[src/rtl/tx_fifo_ctrl.sv]
// Transmit-layer FIFO bank controller: init/threshold sequencing plus a strict-priority
// VC0-over-VC1 arbiter that routes each popped word to D0 or D1 through a two-stage pipeline.
module tx_fifo_ctrl #(
  parameter int DATA_WIDTH   = 6,
  parameter int DEST_BIT     = 4,
  parameter int UMBRAL_WIDTH = 4
) (
  input  logic                    clk,
  input  logic                    reset_L,
  input  logic                    init,
  input  logic [UMBRAL_WIDTH-1:0] umbral_vc_in,
  input  logic [UMBRAL_WIDTH-1:0] umbral_d_in,
  input  logic                    empty_vc0,
  input  logic                    empty_vc1,
  input  logic [DATA_WIDTH-1:0]   data_vc0,
  input  logic [DATA_WIDTH-1:0]   data_vc1,
  input  logic                    almost_full_d0,
  input  logic                    almost_full_d1,
  input  logic                    full_d0,
  input  logic                    full_d1,
  input  logic                    error_vc0,
  input  logic                    error_vc1,
  input  logic                    error_d0,
  input  logic                    error_d1,
  output logic                    fifo_init_out,
  output logic [UMBRAL_WIDTH-1:0] umbral_vc_out,
  output logic [UMBRAL_WIDTH-1:0] umbral_d_out,
  output logic                    pop_vc0,
  output logic                    pop_vc1,
  output logic                    push_d0,
  output logic                    push_d1,
  output logic [DATA_WIDTH-1:0]   data_out,
  output logic                    idle_out,
  output logic                    active_out,
  output logic                    error_out
);

  typedef enum logic [2:0] {
    ST_RESET  = 3'd0,
    ST_INIT   = 3'd1,
    ST_IDLE   = 3'd2,
    ST_ACTIVE = 3'd3,
    ST_ERROR  = 3'd4
  } state_t;

  state_t                  state_r;
  state_t                  state_nxt_s;
  logic [UMBRAL_WIDTH-1:0] umbral_vc_r;
  logic [UMBRAL_WIDTH-1:0] umbral_d_r;
  logic                    pend_valid_r;
  logic                    pend_src_r;
  logic                    push_d0_r;
  logic                    push_d1_r;
  logic [DATA_WIDTH-1:0]   data_out_r;
  logic [DATA_WIDTH-1:0]   pend_word_s;
  logic                    any_err_s;
  logic                    dest_ok_s;
  logic                    keep_s;

  assign any_err_s = error_vc0 | error_vc1 | error_d0 | error_d1;
  assign dest_ok_s = ~almost_full_d0 & ~almost_full_d1 & ~full_d0 & ~full_d1;
  // The pipeline only advances while the FSM stays in ACTIVE; leaving to ERROR/INIT drops in-flight words.
  assign keep_s    = (state_nxt_s == ST_ACTIVE);

  assign pop_vc0 = (state_r == ST_ACTIVE) & dest_ok_s & ~empty_vc0;
  assign pop_vc1 = (state_r == ST_ACTIVE) & dest_ok_s & empty_vc0 & ~empty_vc1;

  assign umbral_vc_out = umbral_vc_r;
  assign umbral_d_out  = umbral_d_r;
  assign push_d0       = push_d0_r;
  assign push_d1       = push_d1_r;
  assign data_out      = data_out_r;

  // Next-state selection: init low dominates, then error, then the normal flow.
  always_comb begin
    state_nxt_s = state_r;
    case (state_r)
      ST_RESET:  state_nxt_s = ST_INIT;
      ST_INIT: begin
        if (init) state_nxt_s = ST_IDLE;
        else      state_nxt_s = ST_INIT;
      end
      ST_IDLE: begin
        if (!init)                       state_nxt_s = ST_INIT;
        else if (any_err_s)              state_nxt_s = ST_ERROR;
        else if (!empty_vc0 || !empty_vc1) state_nxt_s = ST_ACTIVE;
        else                             state_nxt_s = ST_IDLE;
      end
      ST_ACTIVE: begin
        if (!init)                                       state_nxt_s = ST_INIT;
        else if (any_err_s)                              state_nxt_s = ST_ERROR;
        else if (empty_vc0 && empty_vc1 && !pend_valid_r) state_nxt_s = ST_IDLE;
        else                                             state_nxt_s = ST_ACTIVE;
      end
      ST_ERROR: begin
        if (!init) state_nxt_s = ST_INIT;
        else       state_nxt_s = ST_ERROR;
      end
      default:   state_nxt_s = ST_INIT;
    endcase
  end

  // Moore decodes of the current state.
  always_comb begin
    fifo_init_out = 1'b0;
    idle_out      = 1'b0;
    active_out    = 1'b0;
    error_out     = 1'b0;
    case (state_r)
      ST_IDLE: begin
        fifo_init_out = 1'b1;
        idle_out      = 1'b1;
      end
      ST_ACTIVE: begin
        fifo_init_out = 1'b1;
        active_out    = 1'b1;
      end
      ST_ERROR: begin
        fifo_init_out = 1'b1;
        error_out     = 1'b1;
      end
      default: fifo_init_out = 1'b0;
    endcase
  end

  // Read data of the VC that was popped last cycle.
  always_comb begin
    if (pend_src_r) pend_word_s = data_vc1;
    else            pend_word_s = data_vc0;
  end

  // State register and threshold latches.
  always_ff @(posedge clk or negedge reset_L) begin
    if (!reset_L) begin
      state_r     <= ST_RESET;
      umbral_vc_r <= {UMBRAL_WIDTH{1'b0}};
      umbral_d_r  <= {UMBRAL_WIDTH{1'b0}};
    end else begin
      state_r <= state_nxt_s;
      if (state_r == ST_INIT) begin
        umbral_vc_r <= umbral_vc_in;
        umbral_d_r  <= umbral_d_in;
      end else begin
        umbral_vc_r <= umbral_vc_r;
        umbral_d_r  <= umbral_d_r;
      end
    end
  end

  // Pop-to-push pipeline: pending stage, then registered push/data towards the D FIFOs.
  always_ff @(posedge clk or negedge reset_L) begin
    if (!reset_L) begin
      pend_valid_r <= 1'b0;
      pend_src_r   <= 1'b0;
      push_d0_r    <= 1'b0;
      push_d1_r    <= 1'b0;
      data_out_r   <= {DATA_WIDTH{1'b0}};
    end else begin
      pend_valid_r <= (pop_vc0 | pop_vc1) & keep_s;
      pend_src_r   <= pop_vc1;
      push_d0_r    <= pend_valid_r & keep_s & ~pend_word_s[DEST_BIT];
      push_d1_r    <= pend_valid_r & keep_s & pend_word_s[DEST_BIT];
      if (pend_valid_r && keep_s) data_out_r <= pend_word_s;
      else                        data_out_r <= data_out_r;
    end
  end

endmodule

[config.mk]
export PLATFORM = sky130hd
export DESIGN_NAME = tx_fifo_ctrl
export DESIGN_NICKNAME = d
export VERILOG_FILES = /design/src/rtl/tx_fifo_ctrl.sv
export SDC_FILE = /design/constraint.sdc
export NUM_CORES = 1
export LEC_CHECK = 0
export ABC_CLOCK_PERIOD_IN_PS = 2700
export BUFFER_PORTS_ARGS = -buffer_cell sky130_fd_sc_hd__buf_2
export CAP_MARGIN = 0
export CORE_MARGIN = 1
export CORE_UTILIZATION = 46
export DETAILED_ROUTE_END_ITERATION = 8
export PLACE_DENSITY = 0.9
export SLEW_MARGIN = 5
export SYNTH_ARGS = -nofsm -noshare
export SYNTH_HDL_FRONTEND = slang
export SYNTH_SLANG_ARGS = --single-unit
[constraint.sdc]
create_clock -name clk -period 2.7 [get_ports clk]
set_clock_uncertainty 0.05 [all_clocks]
set_input_delay 0.135 -clock clk [delete_from_list [all_inputs] [get_ports clk]]
set_output_delay 0.135 -clock clk [all_outputs]
set_load 0.02 [all_outputs]
==> impl_results.md, run 1 <==
* Result of the run: finished, final reports clean
* Number of cell rows at 16
* Maximum number of buffers from clock root to sink at 2
* Endpoint with the worst hold slack: umbral_d_out[0]$_DFFE_PN0N_
* Critical R2R Launch: state_r[1]$_DFF_PN0_
* Post-route worst hold slack at 17.2 ps
* Post-cts gate resize count at 0
* Clock Root Buffer: clkbuf_4
* Transition time at the pin with the least slew margin at 459 ps
* Kind of launch point of the worst setup path: register
* Arrival time at the worst endpoint at 1610 ps
* Setup Viol. Count Final at 0
* Achievable frequency at 556 MHz
* Hold Path Cell Cnt at 2
* Hold wc startpoint: umbral_d_in[0]
* Reported max-cap violation count at 0
* Setup repair after global routing missed its margin: no
* Final Instance Count excl. Fillers at 157
* Die extent in x at 48.7 microns
* Fin util at 66.4%
* Number of distinct library cell variants in the gate-level netlist after synthesis at 28
* Total of fill cells in the finished design at 156
* Fraction of final layout cells with drive strength greater than 1 at 60.0%
* Number of antenna violations at the first check in global routing at 0
* Sequential fraction of the synthesis area at 52.3%
* Post-route DRC at 0
* Critical path class: register to primary output
* Core Area at 2000 sq um
* Starting utilization of the core area at 50.2%
* Proportion of register bits with asynchronous set or reset after synthesis at 100%
* Number of enable-type register cells in the synthesized netlist at 0
* Detailed placer's ending HPWL at 1600 microns
* Final weighted congestion of routability-driven global placement at 0.789
* Mapped Avg Cell Area at 13.6 sq um
* Max_slew headroom at 69.4%
* Dpl cells at 151
* Final critical-path share of the clock period at 66.6%
* Number of port buffers at 54
* Required time at the worst-slack endpoint at 2520 ps
* Final Total Pwr at 765 uW
* Final critical delay including setup and external delays at 1800 ps
* Sum of negative setup slack at 0 ps
* Top flip-flop cell by instance count after synthesis: dfrtp_1
* Total via count in the routed design at 766
* Total power divided by cell area at 575 nW/um^2
* Layout overhead on the synthesized area at 32.4%
* GR met2 Demand/Resource at 31.3%
* Met3 usage in global routing at 2.52%
* Pin count of the biggest net entering global routing at 22
* Hold WC Path Type: primary input to register
* #FFs+latches synth at 21
* Antenna diode count at 0
* Clock sink count at 21
* Endpoint of the lowest-slack register-to-register path: data_out[3]$_DFFE_PN0P_
* Yosys warning count at 0
* Wire length of the first global-routing pass at 3400 microns
* Count of routing violations after the opening detailed-route iteration at 3
* Net Count, Synth at 107
* Die height at 48.7 microns
* Die Area at 2380 sq um
* Gr usage total at 18.6%
* Post-detailed-route count of antenna-violating nets at 0
* Global routing usage on met1 at 22.2%
* TritonCTS clock tree: built
* Depth of the most critical reg-to-reg path at 3
* Endpoint type of the worst setup path: primary output
* Max-slew violations at 0
* TritonCTS buffer count at 3
* Final hold vios at 0
* Worst setup slack for register-to-register paths at 1010 ps
* Mean routed wirelength per cell at 13.0 microns
* Detailed Routing Iterations Pass 1 at 4
* CP max FO at 7
* CTS HTree Levels at 1
* Count of nets after finishing at 164
* Number of primary I/O pins at 55
* Vias in the first global route at 788
* Most used routing layer: met2
* Via/cell ratio at 4.88
* Gate count after technology mapping at 74
* Clock latency at the later pin of the worst-skew pair at 290 ps
* Maximum ir drop on the vdd rail at 0.000312 V
* Grt ovf at 0
* Total length of routed wires at 2040 microns
* Cell Area, Synth at 1000 sq um
* Static leakage at 0.000676 uW
* Register clock-pin slew on the reported worst setup and hold paths at 120 ps
[what timing repair did]
| item | in CTS | in global routing |
|---|---|---|
| endpoints found under the hold margin | 22 | 0 |
| buffers inserted | 0 | 0 |
| hold buffers | 2 | 0 |
[cells in the final DEF (no fill, tap or decap)]
master,Yosys,layout
nand2_1,2,2
nand2b_1,2,2
and2_1,3,3
buf_2,1,54
o2111ai_1,1,1
o2111a_1,1,1
dlygate4sd3_1,0,2
dfrtp_1,21,21
or3_1,1,1
nor2b_1,1,1
o21a_1,1,1
inv_1,1,1
nor3b_1,3,3
mux2_4,5,5
nor2_1,3,3
a21oi_1,1,1
nand4_1,1,1
nor4_1,1,1
nor2b_4,1,1
nor3_1,1,1
o21ai_0,1,1
nor3b_4,1,1
nor4_4,1,1
clkbuf_1,0,1
mux2i_1,3,3
nand3_1,1,1
clkbuf_4,0,3
mux2_2,13,13
[layer usage]
metal	wire length [microns]	up-vias
met5	0	-
met4	21	0
met3	109	2
met2	1080	32
met1	834	356
li1	-	376
[worst max-delay path, stage by stage, from the launching register on]
cell	delay, ps
dfrtp_1	510
nor2b_4	230
nand3_1	130
nor3b_1	260
buf_2	200
[final cells by class]
class	count	area (sq um)	area share, %
flip-flops and latches	21	526	39.5
multi-input cells	48	450	33.9
repair buffers	56	290	21.8
well taps	27	33.8	2.54
clock buffers	4	26.3	1.98
inverters	1	3.75	0.282
[registers in the layout, summed over array words and instances (netlist names)]
| signal | cells |
|---|---|
| data_out | 6 |
| umbral_d_out | 4 |
| umbral_vc_out | 4 |
| state_r | 3 |
| pend_src_r | 1 |
| pend_valid_r | 1 |
| push_d0 | 1 |
| push_d1 | 1 |
[report_power, final]
| part | switching [uW] | internal [uW] | total, uW |
|---|---|---|---|
| sequential | 31.4 | 357 | 388 |
| combinational | 122 | 108 | 230 |
| clock | 89.4 | 57.4 | 147 |
| total | 242 | 522 | 765 |
[how the worst max path moves through the flow]
stage,endpoint,cells past startpoint,slack [ps],from
finish,pop_vc1,4,900,state_r[1]$_DFF_PN0_
global route,pop_vc1,4,750,state_r[1]$_DFF_PN0_
CTS,pop_vc1,4,870,state_r[1]$_DFF_PN0_
detailed placement,data_out[3]$_DFFE_PN0P_,3,1050,state_r[1]$_DFF_PN0_
global placement,data_out[5]$_DFFE_PN0P_,3,1090,state_r[1]$_DFF_PN0_
floorplan,fifo_init_out,3,1070,state_r[1]$_DFF_PN0_
[kinds of logic after synthesis]
kind of cell	Yosys count	synth area share, %
and+or+nand+nor	22	16.1
muxes	21	25.0
DFF	21	52.3
AOI/OAI and AO/OA	5	3.74
buffers and inverters	5	2.86
[through the flow]
| step | setup WS (ps) | cell area [sq um] |
|---|---|---|
| floorplan | 1070 | 1000 |
| global placement | 1090 | 1280 |
| detailed placement | 1050 | 1280 |
| CTS | 874 | 1330 |
| global route | 746 | 1330 |
| finish | 902 | 1330 |
[synthesized netlist by cell type (2+ instances only)]
cell / count / area share [%]
dfrtp_1: 21 / 52
mux2_2: 13 / 15
mux2_4: 5 / 7.5
and2_1: 3 / 1.9
mux2i_1: 3 / 3.0
nor2_1: 3 / 1.1
nor3b_1: 3 / 2.2
nand2_1: 2 / 0.75
nand2b_1: 2 / 1.2
Power figures use the tool's default switching activity.
==> inputs of run 2 (changes only) <==
--- a/config.mk
+++ b/config.mk
@@ -5,13 +5,13 @@
 export SDC_FILE = /design/constraint.sdc
 export NUM_CORES = 1
 export LEC_CHECK = 0
-export ABC_CLOCK_PERIOD_IN_PS = 2700
+export ABC_CLOCK_PERIOD_IN_PS = 1700
 export BUFFER_PORTS_ARGS = -buffer_cell sky130_fd_sc_hd__buf_2
 export CAP_MARGIN = 0
 export CORE_MARGIN = 1
-export CORE_UTILIZATION = 46
+export CORE_UTILIZATION = 43
 export DETAILED_ROUTE_END_ITERATION = 8
-export PLACE_DENSITY = 0.9
+export PLACE_DENSITY = 0.86
 export SLEW_MARGIN = 5
 export SYNTH_ARGS = -nofsm -noshare
 export SYNTH_HDL_FRONTEND = slang
==> constraint.sdc (replaced) <==
create_clock -name clk -period 1.7 [get_ports clk]
set_clock_uncertainty 0.05 [all_clocks]
set_input_delay 0.085 -clock clk [delete_from_list [all_inputs] [get_ports clk]]
set_output_delay 0.085 -clock clk [all_outputs]
set_load 0.02 [all_outputs]
==> run 2 against run 1 <==
Setup slack worse by 820 ps. Final cell count increased by 7.6%. Core utilization shrank 0.43 points. Largest cell class unchanged.
==> impl_results.md, run 2 (same netlist as run 1, synthesis figures left out) <==
* Result of the run: finished, final reports clean (unchanged)
* Transition time at the pin with the least slew margin at 449 ps (was 459 ps)
* Wire length of the first global-routing pass at 2880 microns (was 3400 microns)
* CP max FO at 7 (unchanged)
* Detailed placer's ending HPWL at 1410 microns (was 1600 microns)
* Total power divided by cell area at 839 nW/um^2 (was 575 nW/um^2)
* Count of routing violations after the opening detailed-route iteration at 10 (was 3)
* Minimum setup slack after placement at 154 ps (was 1050 ps)
* Total of fill cells in the finished design at 186 (was 156)
* Core Area at 2210 sq um (was 2000 sq um)
* Die height at 50.3 microns (was 48.7 microns)
* Final weighted congestion of routability-driven global placement at 0.814 (was 0.789)
* Highest metal used: met4 (unchanged)
* Clock Root Buffer: clkbuf_4 (unchanged)
* Fraction of power spent switching nets at 31.4% (was 31.7%)
* Setup repair after global routing missed its margin: no (unchanged)
* Die extent in x at 50.3 microns (was 48.7 microns)
* Endpoint type of the worst setup path: primary output (unchanged)
* Maximum number of buffers from clock root to sink at 2 (unchanged)
* Starting utilization of the core area at 45.4% (was 50.2%)
* Final hold vios at 0 (unchanged)
* Fraction of power consumed by sequential logic at 50.3% (was 50.8%)
* Clock latency at the later pin of the worst-skew pair at 290 ps (about the same)
* Min setup slack post-route at 85.1 ps (was 902 ps)
* Setup Viol. Count Final at 0 (unchanged)
* TritonCTS buffer count at 3 (unchanged)
* CTS HTree Levels at 1 (unchanged)
* Switching power summed over all nets at 384 uW (was 242 uW)
* Number of port buffers at 54 (unchanged)
* Stage delay of the slowest cell on the critical path at 460 ps (was 510 ps)
* Total via count in the routed design at 810 (was 766)
* Register cell area after layout at 528 sq um (was 526 sq um)
* Critical path class: register to primary output (unchanged)
* Kind of launch point of the worst setup path: register (unchanged)
* Vias in the first global route at 725 (was 788)
* Pin count of the biggest net entering global routing at 22 (unchanged)
* Mean routed wirelength per cell at 11.3 microns (was 13.0 microns)
* Number of primary I/O pins at 55 (unchanged)
* Sum of met3 wire segment lengths after detailed routing at 107 microns (was 109 microns)
* Hold WC Path Type: primary input to register (unchanged)
* Die Area at 2530 sq um (was 2380 sq um)
* Required time at the worst-slack endpoint at 1560 ps (was 2520 ps)
* Final critical-path share of the clock period at 95.0%
* Max reg flops at 6 (unchanged)
* Met2 Wirelength at 960 microns (was 1080 microns)
* Internal power contribution at 841 uW (was 522 uW)
* Max_slew headroom at 70.1% (was 69.4%)
* Commonest cells after routing, fill and taps aside: buf_2, dfrtp_1, mux2_2 (unchanged)
* Gr usage total at 14.8% (was 18.6%)
* Arrival time at the worst endpoint at 1480 ps (was 1610 ps)
* Register clock-pin slew on the reported worst setup and hold paths at 120 ps (about the same)
* Worst path buffer plus inverter count at 1 (unchanged)
* Crit-path leading delay family: simple AND/OR/NAND/NOR gates (unchanged)
* Grt ovf at 0 (unchanged)
* Final critical delay including setup and external delays at 1610 ps
* Via/cell ratio at 4.79 (was 4.88)
* Static leakage at 0.000728 uW (was 0.000676 uW)
* Series of cell instances along the critical path: nor2b_4, nand3_1, nor3b_2, buf_4 (was nor2b_4, nand3_1, nor3b_1, buf_2)
* TritonCTS clock tree: built (unchanged)
* Detailed Routing Iterations Pass 1 at 4 (unchanged)
* Max-slew violations at 0 (unchanged)
* Maximum ir drop on the vdd rail at 0.000649 V (was 0.000312 V)
* Combinational share of power at 30.9% (was 30.0%)
* Antenna diode count at 0 (unchanged)
* Critical Path Slowest Stage Cell: dfrtp_2 (was dfrtp_1)
* Reported max-cap violation count at 0 (unchanged)
* Count of nets after finishing at 175 (was 164)
* Post-detailed-route count of antenna-violating nets at 0 (unchanged)
* Number of antenna violations at the first check in global routing at 0 (unchanged)
* Clock network fraction of total power at 18.8% (was 19.2%)
* Total length of routed wires at 1910 microns (was 2040 microns)
* Clock sink count at 21 (unchanged)
* Leading cell type in the layout, fill and taps excluded: buf_2 (unchanged)
* Layout overhead on the synthesized area at 45.3% (was 32.4%)
* Area of the multi-input gates at 455 sq um (was 450 sq um)
* Length of routed wiring on met1 at 821 microns (was 834 microns)
* Number of cell rows at 17 (was 16)
* Post-route DRC at 0 (unchanged)
* Fraction of final layout cells with drive strength greater than 1 at 59.6% (was 60.0%)
* Sum of negative setup slack at 0 ps (unchanged)
* Achievable frequency at 619 MHz
-- run 2: tightest hold or removal path: stages --
cell	delay, ps
buf_2	100
nor4_4	40
nand2_1	90
nor3_1	60
-- run 2: power by group through the flow --
stage          Combinational, uW  Clock, uW  Sequential [uW]
2_1_floorplan                166          0              686
3_3_place_gp                 354          0              620
3_5_place_dp                 363          0              627
4_1_cts                      383        243              618
5_1_grt                      404        265              629
6_report                     378        230              617
-- run 2: final cells by class --
type / count / share of cell area (%)
inverters: 1 / 0.257
flip-flops and latches: 21 / 36.2
clock inverters: 1 / 0.343
well taps: 28 / 2.40
multi-input cells: 48 / 31.2
repair buffers: 67 / 28.1
clock buffers: 3 / 1.54
-- run 2: per-stage QoR --
step / util, % / cells / total power, uW / hold WS [ps] / cell area, sq um
after floorplan: - / 74 / 852 / -261 / 1000
after global placement: 59.0 / 153 / 974 / 2.85 / 1310
after detailed placement: 59.0 / 153 / 991 / 16.0 / 1310
after CTS: 65.5 / 168 / 1240 / 27.9 / 1450
after global routing: 66.0 / 169 / 1300 / 50.8 / 1460
final: 66.0 / 169 / 1230 / 63.7 / 1460
-- run 2: final timing paths --
kind | start | to | slack [ps] | cells after the start
hold / removal | error_d1 | pend_valid_r$_DFF_PN0_ | 60 | 4
setup reg to reg | state_r[0]$_DFF_PN0_ | umbral_d_out[1]$_DFFE_PN0N_ | 190 | 2
min in group asynchronous | reset_L | state_r[0]$_DFF_PN0_ | 210 | 2
max in group asynchronous | reset_L | state_r[2]$_DFF_PN0_ | 1060 | 2
hold reg to reg | umbral_vc_out[2]$_DFFE_PN0N_ | umbral_vc_out[2]$_DFFE_PN0N_ | 470 | 1
setup / recovery | state_r[1]$_DFF_PN0_ | pop_vc1 | 90 | 4
-- run 2: repair_timing --
item,4_1_cts,5_1_grt
gates cloned,0,0
pin swaps,0,1
hold buffers,11,0
setup buffers,0,1
setup endpoints to repair,1,1
resized for setup,2,2
endpoints found under the hold margin,31,0
-- run 2: routing by layer --
| layer | global-route usage, % | vias to the layer above |
|---|---|---|
| met4 | 5.56 | 0 |
| li1 | - | 400 |
| met1 | 16.7 | 374 |
| met3 | 0.909 | 2 |
| met5 | 0 | - |
| met2 | 28.4 | 34 |
==> inputs of run 3 (changes only) <==
==> constraint.sdc (replaced) <==
create_clock -name clk -period 1.7 [get_ports clk]
set_clock_uncertainty 0.05 [all_clocks]
set_input_delay 0.425 -clock clk [delete_from_list [all_inputs] [get_ports clk]]
set_output_delay 0.425 -clock clk [all_outputs]
set_load 0.02 [all_outputs]
==> run 3 against run 2 <==
The flow now finishes with violations (setup timing). Hold slack got worse by 48 ps. Sequential cell count unchanged. Die area unchanged. Register-to-register slack got worse by 20 ps. Final cell count decreased by 3.0%. Clock power decreased by 4%. Non-clock buffer count decreased by 5. Critical path depth unchanged. Largest cell class unchanged.
==> impl_results.md, run 3 (same netlist as run 1, synthesis figures left out) <==
* Result of the run: finished with violations (was finished, final reports clean)
* Violations in the final reports: setup timing
* Endpoint of the lowest-slack register-to-register path: data_out[1]$_DFFE_PN0P_ (was umbral_d_out[1]$_DFFE_PN0N_)
* Critical Path Slowest Stage Cell: dfrtp_1 (was dfrtp_2)
* Worst path most repeated cell: buf_4
* Final weighted congestion of routability-driven global placement at 0.694 (was 0.814)
* CTS HTree Levels at 1 (unchanged)
* Post-detailed-route count of antenna-violating nets at 0 (unchanged)
* Leading cell type in the layout, fill and taps excluded: buf_2 (unchanged)
* GR met2 Demand/Resource at 34.9% (was 28.4%)
* Via/cell ratio at 4.92 (was 4.79)
* Series of cell instances along the critical path: buf_4, nor3b_4, nand2b_1, buf_4 (was nor2b_4, nand3_1, nor3b_2, buf_4)
* Endpoint type of the worst setup path: primary output (unchanged)
* Global routing usage on met1 at 20.6% (was 16.7%)
* Final hold vios at 0 (unchanged)
* Fraction of final layout cells with drive strength greater than 1 at 68.4% (was 59.6%)
* Worst setup path start: state_r[1]$_DFF_PN0_ (unchanged)
* Die extent in x at 50.3 microns (unchanged)
* TritonCTS clock tree: built (unchanged)
* Switching power summed over all nets at 385 uW (was 384 uW)
* Commonest cells after routing, fill and taps aside: buf_2, dfrtp_1, mux2_2 (unchanged)
* Static leakage at 0.000720 uW (was 0.000728 uW)
* Final critical delay including setup and external delays at 1830 ps (was 1610 ps)
* Minimum setup slack after placement at -169 ps (was 154 ps)
* Max_slew headroom at 70.1% (about the same)
* Reported max-cap violation count at 0 (unchanged)
* CP max FO at 6 (was 7)
* Worst setup path end: fifo_init_out (was pop_vc1)
* Mean routed wirelength per cell at 13.2 microns (was 11.3 microns)
* Total via count in the routed design at 807 (was 810)
* Register clock-pin slew on the reported worst setup and hold paths at 110 ps (was 120 ps)
* TritonCTS buffer count at 3 (unchanged)
* Stage delay of the slowest cell on the critical path at 390 ps (was 460 ps)
* Wire length of the first global-routing pass at 3460 microns (was 2880 microns)
* Setup Viol. Count Final at 5 (was 0)
* Final critical-path share of the clock period at 107% (was 95.0%)
* Clock Root Buffer: clkbuf_4 (unchanged)
* Die height at 50.3 microns (unchanged)
* Vias in the first global route at 812 (was 725)
* Kind of launch point of the worst setup path: register (unchanged)
* Critical R2R Launch: state_r[2]$_DFF_PN0_ (was state_r[0]$_DFF_PN0_)
* Depth of the most critical reg-to-reg path at 5 (was 2)
* Fraction of power consumed by sequential logic at 49.0% (was 50.3%)
* Met3 usage in global routing at 0.909% (unchanged)
* Post-route DRC at 0 (unchanged)
* Detailed Routing Iterations Pass 1 at 1 (was 4)
* Core Area at 2210 sq um (unchanged)
* Arrival time at the worst endpoint at 1350 ps (was 1480 ps)
* Hold WC Path Type: primary input to asynchronous set/reset pin (was primary input to register)
* Grt ovf at 0 (unchanged)
* Fraction of power spent switching nets at 30.9% (was 31.4%)
* Number of antenna violations at the first check in global routing at 0 (unchanged)
* Maximum number of buffers from clock root to sink at 2 (unchanged)
* Min setup slack post-route at -126 ps (was 85.1 ps)
* Critical path class: register to primary output (unchanged)
* Total power divided by cell area at 857 nW/um^2 (was 839 nW/um^2)
* Max reg flops at 6 (unchanged)
* Number of port buffers at 54 (unchanged)
* Internal power contribution at 860 uW (was 841 uW)
* Achievable frequency at 548 MHz (was 619 MHz)
* Gr usage total at 18.1% (was 14.8%)
* Final Instance Count excl. Fillers at 164 (was 169)
* Setup repair after global routing missed its margin: yes (was no)
* Combinational share of power at 33.3% (was 30.9%)
* Clock network fraction of total power at 17.7% (was 18.8%)
* Clock sink count at 21 (unchanged)
* Total length of routed wires at 2170 microns (was 1910 microns)
* Antenna diode count at 0 (unchanged)
* Starting utilization of the core area at 45.4% (unchanged)
* Transition time at the pin with the least slew margin at 449 ps (about the same)
* Most used routing layer: met2 (unchanged)
* Pin count of the biggest net entering global routing at 22 (unchanged)
* Layout overhead on the synthesized area at 44.6% (was 45.3%)
* Count of routing violations after the opening detailed-route iteration at 0 (was 10)
* Maximum ir drop on the vdd rail at 0.000526 V (was 0.000649 V)
* Required time at the worst-slack endpoint at 1220 ps (was 1560 ps)
* Detailed placer's ending HPWL at 1610 microns (was 1410 microns)
* Number of primary I/O pins at 55 (unchanged)
* Die Area at 2530 sq um (unchanged)
* Dpl cells at 157 (was 153)
* Count of nets after finishing at 170 (was 175)
* Number of cell rows at 17 (unchanged)
* Max-slew violations at 0 (unchanged)
* Clock latency at the later pin of the worst-skew pair at 290 ps (about the same)
* Worst setup slack for register-to-register paths at 170 ps (was 190 ps)
==> run 3: cell count changes in the layout (fill, tap and decap cells not counted), sizes merged <==
| cell | before | now |
|---|---|---|
| dlygate4sd3 | 11 | 0 |
| buf | 56 | 62 |
| clkinv | 1 | 0 |
| clkbuf | 3 | 4 |
==> run 3: layer usage <==
layer  share of wire, %  wire [microns]  vias up
met4               0.55              12        0
met1                 37             811      389
li1                   -               -      386
met3                4.1              89        2
met5                  0               0        -
met2                 58            1260       30
==> run 3: layout make-up <==
class | count | area [sq um]
inverters | 1 | 3.75
repair buffers | 62 | 365
clock buffers | 4 | 26.3
flip-flops and latches | 21 | 528
fillers | 187 | 759
multi-input cells | 48 | 494
well taps | 28 | 35.0
==> run 3: timing repair <==
| action | 4_1_cts | 5_1_grt |
|---|---|---|
| pin swaps | 1 | 0 |
| setup endpoints to repair | 6 | 6 |
| hold buffers | 0 | 0 |
| resized for setup | 7 | 8 |
| buffers inserted | 1 | 2 |
| endpoints found under the hold margin | 0 | 0 |
==> run 3: worst min path at each step <==
stage	startpoint	to	cells after the start
final	reset_L	data_out[0]$_DFFE_PN0P_	1
after global routing	reset_L	data_out[0]$_DFFE_PN0P_	1
after CTS	reset_L	data_out[0]$_DFFE_PN0P_	1
after detailed placement	reset_L	data_out[0]$_DFFE_PN0P_	1
after global placement	reset_L	data_out[3]$_DFFE_PN0P_	1
after floorplan	reset_L	data_out[0]$_DFFE_PN0P_	0
==> run 3: per-stage QoR <==
step | setup TNS, ps | total power [uW] | hold WS (ps) | utilization, % | instance area, sq um
4_1_cts | -548 | 1230 | 18.3 | 63.3 | 1400
5_1_grt | -940 | 1330 | 27.9 | 65.7 | 1450
3_3_place_gp | -214 | 984 | 343 | 60.8 | 1350
2_1_floorplan | 0 | 854 | 79.4 | - | 1010
3_5_place_dp | -466 | 997 | 346 | 60.8 | 1350
6_report | -384 | 1250 | 15.6 | 65.7 | 1450
==> run 3: worst max-delay path: cells and delay by family (launching register included) <==
kind | cells | cell delay, ps
flops | 1 | 390
simple gates | 2 | 380
buf+inv | 2 | 310
==> run 3: power by group through the flow <==
stage / sequential, uW / combinational (uW) / clock [uW]
floorplan: 686 / 168 / 0
global placement: 616 / 368 / 0
detailed placement: 620 / 377 / 0
CTS: 608 / 389 / 235
global route: 621 / 448 / 262
finish: 610 / 415 / 221
